$ cat config.mk
export PLATFORM = sky130hd
export DESIGN_NAME = iir_sos_scheduler_flat
export DESIGN_NICKNAME = d
export VERILOG_FILES = /design/src/rtl/iir_sos_scheduler_if.sv /design/src/rtl/iir_sos_scheduler.sv /design/src/flat_wrapper.sv
export SDC_FILE = /design/constraint.sdc
export NUM_CORES = 1
export LEC_CHECK = 0
export ABC_CLOCK_PERIOD_IN_PS = 4300
export BUFFER_PORTS_ARGS = -buffer_cell sky130_fd_sc_hd__buf_2
export CAP_MARGIN = 40
export CORE_AREA = 2 2 77 93
export CTS_CLUSTER_SIZE = 14
export DETAILED_ROUTE_END_ITERATION = 7
export DIE_AREA = 0 0 79 95
export PLACE_DENSITY = 0.66
export SETUP_SLACK_MARGIN = 0.05
export SYNTH_ARGS = -nofsm -noshare
export SYNTH_HDL_FRONTEND = slang
export SYNTH_SLANG_ARGS = --single-unit
$ cat constraint.sdc
create_clock -name clk -period 4.3 [get_ports clk]
set_input_delay 0.215 -clock clk [delete_from_list [all_inputs] [get_ports clk]]
set_output_delay 0.215 -clock clk [all_outputs]
set_load 0.005 [all_outputs]
$ cat src/rtl/iir_sos_scheduler_if.sv
// iir_sos_scheduler_if: sample input, engine issue/return and cascade output bundle
// master is the scheduler side; slave is the source/engine/sink side.
interface iir_sos_scheduler_if #(
    parameter int DW     = 16,
    parameter int SECT_W = 3
);
    logic              flush;
    logic              in_valid;
    logic [DW-1:0]     in_data;
    logic              in_ready;
    logic              sect_start;
    logic [SECT_W-1:0] sect_idx;
    logic [7:0]        coef_base;
    logic [DW-1:0]     sect_x;
    logic              sect_done;
    logic [DW-1:0]     sect_y;
    logic              out_valid;
    logic [DW-1:0]     out_data;
    logic              out_ready;
    logic              busy;
    logic              err_timeout;
    logic [15:0]       sample_cnt;

    modport master (
        input  flush, in_valid, in_data, sect_done, sect_y, out_ready,
        output in_ready, sect_start, sect_idx, coef_base, sect_x,
               out_valid, out_data, busy, err_timeout, sample_cnt
    );

    modport slave (
        output flush, in_valid, in_data, sect_done, sect_y, out_ready,
        input  in_ready, sect_start, sect_idx, coef_base, sect_x,
               out_valid, out_data, busy, err_timeout, sample_cnt
    );
endinterface

$ cat src/rtl/iir_sos_scheduler.sv
// iir_sos_scheduler: runs NUM_SECT cascaded biquad sections through one shared engine per sample.
// Optional IIR_SCHED_BYPASS_EN adds byp_mask to skip selected sections.
module iir_sos_scheduler #(
    parameter int NUM_SECT = 4,
    parameter int DW       = 16,
    parameter int SECT_W   = 3,
    parameter int TIMEOUT  = 63
) (
    input logic clk,
    input logic rst,
`ifdef IIR_SCHED_BYPASS_EN
    input logic [NUM_SECT-1:0] byp_mask,
`endif
    iir_sos_scheduler_if.master bus
);
    typedef enum logic [1:0] {IDLE, ISSUE, WAIT, OUT} state_t;

    localparam logic [SECT_W:0] NONE = (SECT_W + 1)'(NUM_SECT);

    state_t              state, state_d;
    logic [SECT_W-1:0]   idx, idx_d;
    logic [DW-1:0]       acc, acc_d;
    logic [7:0]          tcnt, tcnt_d;
    logic                err, err_d;
    logic [15:0]         cnt, cnt_d;
    logic [NUM_SECT-1:0] mask_q, mask_d, mask_in;
    logic [SECT_W:0]     first_sect, next_sect;

`ifdef IIR_SCHED_BYPASS_EN
    assign mask_in = byp_mask;
`else
    assign mask_in = '0;
`endif

    // Lowest unmasked section at or above 'from'; NONE when the rest of the cascade is skipped.
    function automatic logic [SECT_W:0] seek(input logic [NUM_SECT-1:0] m, input int from);
        seek = NONE;
        for (int i = NUM_SECT - 1; i >= 0; i--)
            if (i >= from && !m[i]) seek = (SECT_W + 1)'(i);
    endfunction

    assign first_sect = seek(mask_in, 0);
    assign next_sect  = seek(mask_q, int'(idx) + 1);

    always_comb begin
        state_d = state;
        idx_d   = idx;
        acc_d   = acc;
        tcnt_d  = tcnt;
        err_d   = err;
        cnt_d   = cnt;
        mask_d  = mask_q;
        if (bus.flush) begin
            state_d = IDLE;
            idx_d   = '0;
            acc_d   = '0;
            tcnt_d  = '0;
            err_d   = 1'b0;
            mask_d  = '0;
        end else begin
            case (state)
                IDLE: if (bus.in_valid) begin
                    acc_d   = bus.in_data;
                    mask_d  = mask_in;
                    idx_d   = first_sect == NONE ? '0 : first_sect[SECT_W-1:0];
                    state_d = first_sect == NONE ? OUT : ISSUE;
                end
                ISSUE: begin
                    tcnt_d  = '0;
                    state_d = WAIT;
                end
                WAIT: if (bus.sect_done) begin
                    acc_d   = bus.sect_y;
                    tcnt_d  = '0;
                    idx_d   = next_sect == NONE ? idx : next_sect[SECT_W-1:0];
                    state_d = next_sect == NONE ? OUT : ISSUE;
                end else if (tcnt == 8'(TIMEOUT)) begin
                    err_d   = 1'b1;
                    idx_d   = '0;
                    acc_d   = '0;
                    tcnt_d  = '0;
                    state_d = IDLE;
                end else begin
                    tcnt_d  = tcnt + 8'd1;
                end
                OUT: if (bus.out_ready) begin
                    cnt_d   = cnt + 16'd1;
                    idx_d   = '0;
                    state_d = IDLE;
                end
                default: state_d = IDLE;
            endcase
        end
    end

    always_ff @(posedge clk or posedge rst) begin
        if (rst) begin
            state  <= IDLE;
            idx    <= '0;
            acc    <= '0;
            tcnt   <= '0;
            err    <= 1'b0;
            cnt    <= '0;
            mask_q <= '0;
        end else begin
            state  <= state_d;
            idx    <= idx_d;
            acc    <= acc_d;
            tcnt   <= tcnt_d;
            err    <= err_d;
            cnt    <= cnt_d;
            mask_q <= mask_d;
        end
    end

    assign bus.in_ready    = state == IDLE;
    assign bus.busy        = state != IDLE;
    assign bus.sect_start  = state == ISSUE;
    assign bus.sect_idx    = idx;
    assign bus.coef_base   = 8'({idx, 2'b00}) + 8'(idx);
    assign bus.sect_x      = acc;
    assign bus.out_valid   = state == OUT;
    assign bus.out_data    = state == OUT ? acc : '0;
    assign bus.err_timeout = err;
    assign bus.sample_cnt  = cnt;
endmodule

$ cat src/flat_wrapper.sv
// flat-port wrapper written by rule: the top's interface ports become plain ports
module iir_sos_scheduler_flat 
#(
    parameter int NUM_SECT = 4,
    parameter int DW       = 16,
    parameter int SECT_W   = 3,
    parameter int TIMEOUT  = 63
)
  (clk, rst, bus_flush, bus_in_valid, bus_in_data, bus_sect_done, bus_sect_y, bus_out_ready, bus_in_ready, bus_sect_start, bus_sect_idx, bus_coef_base, bus_sect_x, bus_out_valid, bus_out_data, bus_busy, bus_err_timeout, bus_sample_cnt);
  iir_sos_scheduler_if #(.DW(DW), .SECT_W(SECT_W)) bus_i ();
  input logic clk;
  input logic rst;
  input wire logic [$bits(bus_i.flush)-1:0] bus_flush;
  input wire logic [$bits(bus_i.in_valid)-1:0] bus_in_valid;
  input wire logic [$bits(bus_i.in_data)-1:0] bus_in_data;
  input wire logic [$bits(bus_i.sect_done)-1:0] bus_sect_done;
  input wire logic [$bits(bus_i.sect_y)-1:0] bus_sect_y;
  input wire logic [$bits(bus_i.out_ready)-1:0] bus_out_ready;
  output wire logic [$bits(bus_i.in_ready)-1:0] bus_in_ready;
  output wire logic [$bits(bus_i.sect_start)-1:0] bus_sect_start;
  output wire logic [$bits(bus_i.sect_idx)-1:0] bus_sect_idx;
  output wire logic [$bits(bus_i.coef_base)-1:0] bus_coef_base;
  output wire logic [$bits(bus_i.sect_x)-1:0] bus_sect_x;
  output wire logic [$bits(bus_i.out_valid)-1:0] bus_out_valid;
  output wire logic [$bits(bus_i.out_data)-1:0] bus_out_data;
  output wire logic [$bits(bus_i.busy)-1:0] bus_busy;
  output wire logic [$bits(bus_i.err_timeout)-1:0] bus_err_timeout;
  output wire logic [$bits(bus_i.sample_cnt)-1:0] bus_sample_cnt;
  assign bus_i.flush = bus_flush;
  assign bus_i.in_valid = bus_in_valid;
  assign bus_i.in_data = bus_in_data;
  assign bus_i.sect_done = bus_sect_done;
  assign bus_i.sect_y = bus_sect_y;
  assign bus_i.out_ready = bus_out_ready;
  assign bus_in_ready = bus_i.in_ready;
  assign bus_sect_start = bus_i.sect_start;
  assign bus_sect_idx = bus_i.sect_idx;
  assign bus_coef_base = bus_i.coef_base;
  assign bus_sect_x = bus_i.sect_x;
  assign bus_out_valid = bus_i.out_valid;
  assign bus_out_data = bus_i.out_data;
  assign bus_busy = bus_i.busy;
  assign bus_err_timeout = bus_i.err_timeout;
  assign bus_sample_cnt = bus_i.sample_cnt;
  iir_sos_scheduler #(.NUM_SECT(NUM_SECT), .DW(DW), .SECT_W(SECT_W), .TIMEOUT(TIMEOUT)) u_core (.clk(clk), .rst(rst), .bus(bus_i));
endmodule
==> impl_results.md <==
* Pleak at 1.84 nW
* Chip height at 95 um
* Number of gates resized after cts at 0
* CTS Hold Bufs at 1
* Hold path cells at 3
* Non-filler cells, final at 421
* CP Data Arrival Time at 2460 ps
* Sequential share of the synthesized area at 45.0%
* Most common cell after layout, fill and taps aside: buf_2
* Clock buffer count from CTS at 5
* Final Hold Fails at 0
* Post-synthesis cell count at 238
* PD cells at 324 nW/um^2
* Final setup fails at 0
* Layout area overhead at 25.4%
* Layout cells sized above 1 at 40.1%
* Most frequent cells in the layout: buf_2 (99), dfrtp_1 (46), a22o_1 (21)
* Grt total ovfl at 0
* Outcome: completed
* Crit. End Element: flop
* Net Switching at 0.315 mW
* Peak VDD IR at 0.000141 V
* Worst r2r dst: u_core.bus.sect_x[3]$_DFFE_PP0P_
* # DRC at 0
* Slew Limit Fails at 0
* R2R Setup Slk at 2030 ps
* Setup TNS at 0 ps
* Total of max-cap violations at 0
* Vias in the first global route at 1,955
* Synth Register Bits at 46
* Met3 usage at 3.35%
* Diode count at 0
* Yosys warning count at 0
* Synth Area per Inst at 10.8 um^2
* First-pass GRT wire length at 9.14 mm
* HP Class: primary input to flop
* Final GP Congestion at 0.815
* Ports at 102
* R2r startpoint: u_core.state[1]$_DFFE_PP0P_
* Placed cell count at 412
* Reg power frac at 51.1%
* Row count at 33
* Crit path from: u_core.state[1]$_DFFE_PP0P_
* Tot Pwr at 1.04 mW
* Number of vias per cell at 5.04
* Peak fanout along the critical path at 27
* Fillers at 649
* Busiest grt layer: met2
* Worst Clk Skew at 10.2 ps
* CTS tree: built
* Reg2reg path depth at 5
* Overall routed net length at 5.85 mm
* Clk_lat worst skew at 310 ps
* Cell Area, Synth at 2560 um^2
* GR Util met1 at 19.9%
* Final Util at 48.0%
* Worst Tran Pin Value at 861 ps
* Crit path launch type: flop
* Detailed placer's ending HPWL at 4.33 mm
* Final nets at 378
* Vias at 2,122
* Root Buffer: clkbuf_8
* Relative slew slack at 41.8%
* Initial antenna violation count at 0
* GRT Total Usage at 15.4%
* Fmax achieved at 440 MHz
* Post-CTS setup buffer count at 0
* Comb pwr share at 22.7%
* HP Start: bus_in_data[13]
* Initial core utilization at 38.3%
* Grt met2 use at 25.2%
* DR WL/cell at 13.9 um
* Clock share of power at 26.2%
* Switch share at 30.3%
* Critical Path RT at 4490 ps
* Period Utilization, post-route at 52.8%
* Pin count of the biggest net entering global routing at 36
* First-pass DRT Iterations at 4
* WS Path Type: flop to flop
* Port Buf Inserts at 99
* Internal at 0.724 mW
* Post-layout minimum cycle time at 2270 ps
* Die ar. at 7510 um^2
* Core area at 6690 um^2
* Synth cell types at 38
* RSZ-0062 raised after global routing: false
* H-tree levels at 2
* DRT antenna net count at 0
* Width of the chip at 79 um
* Clk sinks at 46
* DR iter-0 viols at 64
* Clock buffer depth at 2
* Clk pin slew, worst setup/hold paths at 90 ps
* Worst Hold End: u_core.bus.sect_x[13]$_DFFE_PP0P_
==> state kept, by name, indices dropped and copies added (netlist names) <==
name                    cells
u_core.bus.err_timeout      1
u_core.bus.sample_cnt      16
u_core.bus.sect_idx         3
u_core.bus.sect_x          16
u_core.state                2
u_core.tcnt                 8
==> stage by stage <==
stage | worst slack [ps] | hold WS, ps | cell area, um^2
2_1_floorplan | 2250 | 406 | 2560
3_3_place_gp | 2120 | 457 | 3080
3_5_place_dp | 2060 | 175 | 3100
4_1_cts | 2030 | 236 | 3210
5_1_grt | 1900 | 243 | 3210
6_report | 2030 | 249 | 3210
==> power by group through the flow <==
stage          Sequential (mW)  Clock, mW  Combinational, mW
2_1_floorplan            0.519          0              0.154
3_3_place_gp             0.535          0              0.232
3_5_place_dp             0.538          0              0.238
4_1_cts                  0.530      0.286              0.240
5_1_grt                  0.539      0.298              0.260
6_report                 0.530      0.273              0.235
==> worst max-delay path by stage <==
stage | endpoint | slack, ps
after floorplan | u_core.bus.sect_x[0]$_DFFE_PP0P_ | 2250
after global placement | u_core.bus.sect_x[7]$_DFFE_PP0P_ | 2120
after detailed placement | u_core.bus.sect_x[6]$_DFFE_PP0P_ | 2060
after CTS | u_core.bus.sect_x[6]$_DFFE_PP0P_ | 2030
after global routing | u_core.bus.sect_x[4]$_DFFE_PP0P_ | 1900
final | u_core.bus.sect_x[3]$_DFFE_PP0P_ | 2030
==> logic make-up after synthesis <==
logic type / count (synthesis) / synth area share (%)
other: 1 / 0.147
XOR/XNOR: 16 / 5.48
AND/OR/NAND/NOR: 81 / 18.6
AO/OA/AOI/OAI: 43 / 12.7
adder cells (fa/ha/maj): 7 / 3.42
flip-flops: 46 / 45.0
multiplexers: 18 / 9.39
buffers and inverters: 26 / 5.28
==> Yosys cell counts <==
cell type  number  share of area [%]
dfrtp_1        46                 45
a22o_1         21                7.2
and3_1         20                4.9
nand2_1        16                2.3
inv_1          10                1.5
mux2_4         10                5.9
o21ai_0        10                2.0
xnor2_1        10                3.4
clkbuf_1        9                1.3
and2_1          8                2.0
mux2_2          8                3.5
nor2_1          8                1.2
ha_1            7                3.4
nand3_1         6                1.2
xor2_1          6                2.1
a21oi_1         5               0.98
and4_1          5                1.7
buf_4           4                1.2
nand4_1         4               0.98
nor3_1          4               0.78
buf_6           3                1.3
a21o_1          2               0.59
a2111o_1        1               0.44
a211oi_1        1               0.29
a21oi_4         1               0.64
a41oi_1         1               0.34
and4b_1         1               0.39
and4bb_2        1               0.49
conb_1          1               0.15
nand2b_1        1               0.24
nor2b_1         1               0.24
nor3_2          1               0.39
nor4_1          1               0.24
nor4b_1         1               0.34
o31ai_1         1               0.29
or2_2           1               0.24
or4b_4          1               0.54
or4bb_1         1               0.44
==> worst max-delay path, stage by stage, from the launching register on <==
cell and delay, ps:
dfrtp_1 730, or4b_4 610, a21oi_4 200, nor3_2 60, buf_4 230, mux2_4 310
==> per-layer routing <==
metal | up-vias | share of wire, %
met5 | - | 0
li1 | 1038 | -
met3 | 8 | 6.5
met2 | 74 | 48
met4 | 0 | 1.6
met1 | 1002 | 44
==> final cells by class <==
cell class / instances / area, um^2 / share of cell area [%]
Tap cell: 87 / 109 / 3.39
Clock inverter: 3 / 25.0 / 0.780
Clock buffer: 5 / 68.8 / 2.15
Inverter: 10 / 37.5 / 1.17
Timing Repair Buffer: 103 / 541 / 16.8
Multi-Input combinational cell: 167 / 1280 / 39.8
Sequential cell: 46 / 1150 / 35.9
No activity file was read; power rests on OpenSTA's default activity.
